[config.mk]
export PLATFORM = sky130hd
export DESIGN_NAME = seg7_bcd_scanner
export DESIGN_NICKNAME = d
export VERILOG_FILES = /design/src/rtl/seg7_bcd_scanner.sv
export SDC_FILE = /design/constraint.sdc
export NUM_CORES = 1
export LEC_CHECK = 0
export CAP_MARGIN = 20
export CELL_PAD_IN_SITES_DETAIL_PLACEMENT = 2
export CELL_PAD_IN_SITES_GLOBAL_PLACEMENT = 2
export CORE_ASPECT_RATIO = 0.9
export CORE_MARGIN = 2
export CORE_UTILIZATION = 31
export CTS_CLUSTER_DIAMETER = 150
export DETAILED_ROUTE_END_ITERATION = 8
export GPL_ROUTABILITY_DRIVEN = 1
export HOLD_SLACK_MARGIN = 0.02
export PLACE_DENSITY = 0.77
export SLEW_MARGIN = 20
export SYNTH_ARGS = -nofsm -noshare
export SYNTH_HDL_FRONTEND = slang
export SYNTH_SLANG_ARGS = --single-unit
[constraint.sdc]
create_clock -name CLK -period 3.23 [get_ports CLK]
set_input_delay 0.646 -clock CLK [delete_from_list [all_inputs] [get_ports CLK]]
set_output_delay 0.646 -clock CLK [all_outputs]
set_load 0.02 [all_outputs]
[src/rtl/seg7_bcd_scanner.sv]
// Binary value to 4-digit multiplexed seven-segment display driver.
// Sequential double-dabble conversion feeds atomically updated digit registers.
module seg7_bcd_scanner #(
  parameter int VALUE_BIT      = 13,
  parameter int REFRESH_CYCLES = 50000,
  parameter bit LZ_BLANK       = 1'b1
) (
  input  logic                 CLK,
  input  logic                 RST,
  input  logic [VALUE_BIT-1:0] value_in,
  input  logic                 value_valid,
  input  logic                 blank,
  output logic                 busy,
  output logic [10:0]          display_out
);

  localparam int CW = $clog2(VALUE_BIT + 1);
  localparam int RW = (REFRESH_CYCLES > 1) ? $clog2(REFRESH_CYCLES) : 1;
  localparam logic [CW-1:0] LAST_BIT = CW'(VALUE_BIT - 1);
  localparam logic [RW-1:0] LAST_REF = RW'(REFRESH_CYCLES - 1);

  typedef enum logic [1:0] {
    IDLE,
    SHIFT,
    LATCH
  } state_t;

  state_t               state;
  state_t               state_nx;
  logic [VALUE_BIT-1:0] bin_sr;
  logic [15:0]          bcd_sr;
  logic [15:0]          bcd_adj;
  logic [15:0]          digits;
  logic [CW-1:0]        bit_cnt;
  logic [RW-1:0]        ref_cnt;
  logic [1:0]           sel;
  logic [3:0]           cur_digit;
  logic [3:0]           anode;
  logic [6:0]           pat;
  logic [6:0]           seg;
  logic                 cur_blank;
  logic                 lz3;
  logic                 lz2;
  logic                 lz1;

  // FSM state register
  always_ff @(posedge CLK or posedge RST) begin
    if (RST) state <= IDLE;
    else     state <= state_nx;
  end

  // Next-state: IDLE -> SHIFT -> LATCH -> IDLE
  always_comb begin
    state_nx = state;
    unique case (state)
      IDLE:    if (value_valid) state_nx = SHIFT;
      SHIFT:   if (bit_cnt == LAST_BIT) state_nx = LATCH;
      LATCH:   state_nx = IDLE;
      default: state_nx = IDLE;
    endcase
  end

  assign busy = (state != IDLE);

  // Add-3 correction on every BCD nibble that would overflow when doubled
  always_comb begin
    bcd_adj = bcd_sr;
    for (int i = 0; i < 4; i++) begin
      if (bcd_sr[i*4 +: 4] >= 4'd5)
        bcd_adj[i*4 +: 4] = bcd_sr[i*4 +: 4] + 4'd3;
    end
  end

  // Conversion datapath and atomic digit update
  always_ff @(posedge CLK or posedge RST) begin
    if (RST) begin
      bin_sr  <= '0;
      bcd_sr  <= '0;
      bit_cnt <= '0;
      digits  <= '0;
    end else begin
      if (state == IDLE && value_valid) begin
        bin_sr  <= value_in;
        bcd_sr  <= '0;
        bit_cnt <= '0;
      end else if (state == SHIFT) begin
        {bcd_sr, bin_sr} <= {bcd_adj[14:0], bin_sr, 1'b0};
        bit_cnt          <= bit_cnt + 1'b1;
      end else if (state == LATCH) begin
        digits <= bcd_sr;
      end
    end
  end

  // Free-running refresh counter and digit select
  always_ff @(posedge CLK or posedge RST) begin
    if (RST) begin
      ref_cnt <= '0;
      sel     <= '0;
    end else if (ref_cnt == LAST_REF) begin
      ref_cnt <= '0;
      sel     <= sel + 1'b1;
    end else begin
      ref_cnt <= ref_cnt + 1'b1;
    end
  end

  assign lz3 = (digits[15:12] == 4'd0);
  assign lz2 = lz3 && (digits[11:8] == 4'd0);
  assign lz1 = lz2 && (digits[7:4] == 4'd0);

  // Select the lit digit, its anode and its leading-zero blank
  always_comb begin
    anode     = 4'b1111;
    cur_digit = 4'd0;
    cur_blank = 1'b0;
    unique case (sel)
      2'd0: begin
        anode     = 4'b0111;
        cur_digit = digits[15:12];
        cur_blank = LZ_BLANK && lz3;
      end
      2'd1: begin
        anode     = 4'b1011;
        cur_digit = digits[11:8];
        cur_blank = LZ_BLANK && lz2;
      end
      2'd2: begin
        anode     = 4'b1101;
        cur_digit = digits[7:4];
        cur_blank = LZ_BLANK && lz1;
      end
      2'd3: begin
        anode     = 4'b1110;
        cur_digit = digits[3:0];
      end
      default: anode = 4'b1111;
    endcase
  end

  // Active-high a..g pattern per BCD digit
  always_comb begin
    pat = 7'b0000000;
    unique case (cur_digit)
      4'd0:    pat = 7'b1111110;
      4'd1:    pat = 7'b0110000;
      4'd2:    pat = 7'b1101101;
      4'd3:    pat = 7'b1111001;
      4'd4:    pat = 7'b0110011;
      4'd5:    pat = 7'b1011011;
      4'd6:    pat = 7'b1011111;
      4'd7:    pat = 7'b1110000;
      4'd8:    pat = 7'b1111111;
      4'd9:    pat = 7'b1111011;
      default: pat = 7'b0000000;
    endcase
  end

  assign seg = cur_blank ? 7'h7F : ~pat;

  // Registered pin drive; blank overrides everything
  always_ff @(posedge CLK or posedge RST) begin
    if (RST)        display_out <= 11'h7FF;
    else if (blank) display_out <= 11'h7FF;
    else            display_out <= {anode, seg};
  end

endmodule
==> flow_metrics.tcl <==
set metrics [dict create \
    power.density_mw_per_mm2 831 \
    vias 2876 \
    gp_congestion 0.747 \
    ys_seq_area_frac 0.522 \
    fin_nets 441 \
    leakage_nw 2.07 \
    io_pins 29 \
    crit_type "register to register" \
    ys_warn_count 0 \
    relSlewSlack 0.399 \
    max_freq_mhz 446 \
    ant_nets 0 \
    drcViolationCount 0 \
    setup_viol 0 \
    dp_hpwl_mm 6.31 \
    ys_async_sr_fraction 1.00 \
    start_kind "register" \
    clock_sinks 80 \
    cts_post_setup_buffers_inserted 0 \
    cts-hold-fix-buffers 0 \
    grt_use_total 0.154 \
    wl_per_cell_um 15.9 \
    grt_max_degree 59 \
    grt_pass1_wl_mm 16.1 \
    cp-startpoint "sel[0]" \
    cts_tree "yes" \
    clockBufferDepth 2 \
    viasPerCell 5.06 \
    drt_iter0_markers 151 \
    synth_ff_type "dfrtp_1" \
    first_pass_iters 4 \
    dieArea_mm2 0.0134 \
    crit_arrival_ns 2.46 \
    wl_mm 9.01 \
    drive_gt1_frac 0.127 \
    rsz0062_at_grt "false" \
    drv_cap 0 \
    core_area_mm2 0.0121 \
    clock_skew_ns 0.0107 \
    htreeDepth 3 \
    fin_util 0.386 \
    syn_nets 411 \
    grt_overflow 0 \
    cts_buffers 9 \
    die_y_um 110 \
    synth_cell_types 43 \
    port_buffers 28 \
    hold_class "register to register" \
    syn_area_mm2 0.00386 \
    synthCells 373 \
    grt_pass1_vias 3200 \
    cts_resized 0 \
    fin_crit_sh 0.694 \
    busiest_layer "met2" \
    cts_root_buf "clkbuf_16" \
    rows 38 \
    timing.final.crit_period_ns 2.24 \
    r2r-start "sel[0]" \
    grt_use_met3 0.0467 \
    yosys_register_bits 80 \
    synth_edf_count 0 \
    grt_use_met2 0.270 \
    die-width_um 122 \
    hold_violations 0 \
    grt_antenna_before_repair 0 \
    critical_path_peak_fanout 6 \
    fillers 1338 \
    cp-end-kind "register" \
    hp-start "bin_sr[9]" \
    n_antenna_cell 0 \
    setup_tns_ns 0 \
    use_met1 0.185 \
    slew_viol_final 0 \
    peakVddDrop_uv 275 \
    required_ns 3.44 \
    synth_area_per_cell_um2 10.4 \
    start_util 0.319 \
    clk_pin_slew_worst_paths_ns 0.06 \
    status "complete, no violations" \
    syn2layout_area_growth_pct 21.0 \
    worst_pin_slew_ns 0.897 \
    insertion_delay_ns 0.35 \
]
==> flip-flops by register name, indices dropped and copies added (netlist names) <==
| signal | count |
|---|---|
| bcd_sr | 16 |
| sel | 2 |
| digits | 16 |
| ref_cnt | 16 |
| display_out | 11 |
| state | 2 |
| bin_sr | 13 |
| bit_cnt | 4 |
==> critical path, cell delays in order, from the launching register on <==
cell and delay (ns):
dfrtp_1 0.40, inv_1 0.12, ha_1 0.30, a222oi_1 0.46, mux2_2 0.30, a21oi_1 0.08, a31oi_1 0.25, o311ai_0 0.21
==> Yosys cell counts (2+ instances only) <==
| cell | number | share of area |
|---|---|---|
| a21oi_1 | 13 | 0.017 |
| a222oi_1 | 4 | 0.010 |
| a22oi_1 | 12 | 0.023 |
| a31oi_1 | 3 | 0.0049 |
| a32o_1 | 3 | 0.0078 |
| and2_1 | 2 | 0.0032 |
| and3_1 | 3 | 0.0049 |
| buf_2 | 3 | 0.0039 |
| clkbuf_1 | 12 | 0.012 |
| dfrtp_1 | 69 | 0.45 |
| dfstp_2 | 11 | 0.075 |
| ha_1 | 21 | 0.068 |
| inv_1 | 20 | 0.019 |
| mux2_2 | 12 | 0.035 |
| mux2i_1 | 2 | 0.0052 |
| nand2_1 | 49 | 0.048 |
| nand2b_1 | 10 | 0.016 |
| nand3_1 | 19 | 0.025 |
| nand4_1 | 3 | 0.0049 |
| nand4_4 | 2 | 0.011 |
| nor2_1 | 20 | 0.019 |
| nor2b_1 | 2 | 0.0032 |
| nor3_1 | 2 | 0.0026 |
| nor3b_1 | 3 | 0.0058 |
| nor4_1 | 2 | 0.0032 |
| o21ai_0 | 34 | 0.044 |
| o31ai_1 | 5 | 0.0097 |
| xnor2_1 | 11 | 0.025 |
| xor2_1 | 7 | 0.016 |
==> cell usage in the layout (no fill, tap or decap), types with 4 or more instances in the layout <==
cell type	n
inv_1	19
o21ai_0	34
mux2_2	12
ha_1	21
a222oi_1	4
a21oi_1	13
buf_4	5
nand2b_1	10
dfstp_2	11
xor2_1	7
nor2_1	20
clkbuf_16	9
nand3_1	19
xnor2_1	11
a22oi_1	12
clkdlybuf4s50_1	28
dfrtp_1	69
o31ai_1	5
nand2_1	49
==> metal layers <==
layer  up-vias  wire [um]
met5         -          0
met4         0        109
met2        50       4470
met1      1455       4080
li1       1360          -
met3        11        349
==> final timing paths <==
| kind | slack (ns) | cells past startpoint | endpoint |
|---|---|---|---|
| max | 0.99 | 7 | display_out[1] |
| min | 0.49 | 2 | bin_sr[9] |
| max reg2reg | 0.99 | 7 | display_out[1] |
| min reg2reg | 0.49 | 2 | bin_sr[9] |
| max in group asynchronous | 1.82 | 3 | display_out[10] |
| min in group asynchronous | 0.66 | 2 | ref_cnt[0] |
==> where the power goes <==
group          leakage (nW)  switching (mW)  total, mW  internal [mW]
combinational         0.921           0.693       1.20          0.511
sequential            0.990           0.230       1.55           1.32
clock                 0.159           0.413       1.13          0.721
==> layout make-up <==
class                   instances  area (um2)  area share
repair buffers                 34         338      0.0723
flip-flops and latches         80        2020       0.431
inverters                      20        75.1      0.0161
clock inverters                 4        76.3      0.0163
multi-input cells             258        1710       0.367
clock buffers                  12         256      0.0549
well taps                     160         200      0.0428
==> cells by family after synthesis <==
group	count (synthesis)	synth area share
and+or+nand+nor	124	0.163
AOI/OAI and AO/OA	81	0.131
DFF	80	0.522
buffers and inverters	35	0.0350
adders and majority gates	21	0.0680
xor gates and xnor gates	18	0.0408
muxes	14	0.0401
==> metrics by stage <==
stage	cell area [um2]	std cells	power (mW)	setup WS (ns)	hold slack, ns
CTS	4680	568	3.96	0.972	0.496
global route	4680	568	4.21	0.803	0.518
global placement	4340	552	2.68	1.14	0.460
finish	4680	568	3.89	0.989	0.489
floorplan	3860	373	2.35	0.550	0.446
detailed placement	4340	552	2.78	1.01	0.480
Power figures use the tool's default switching activity.
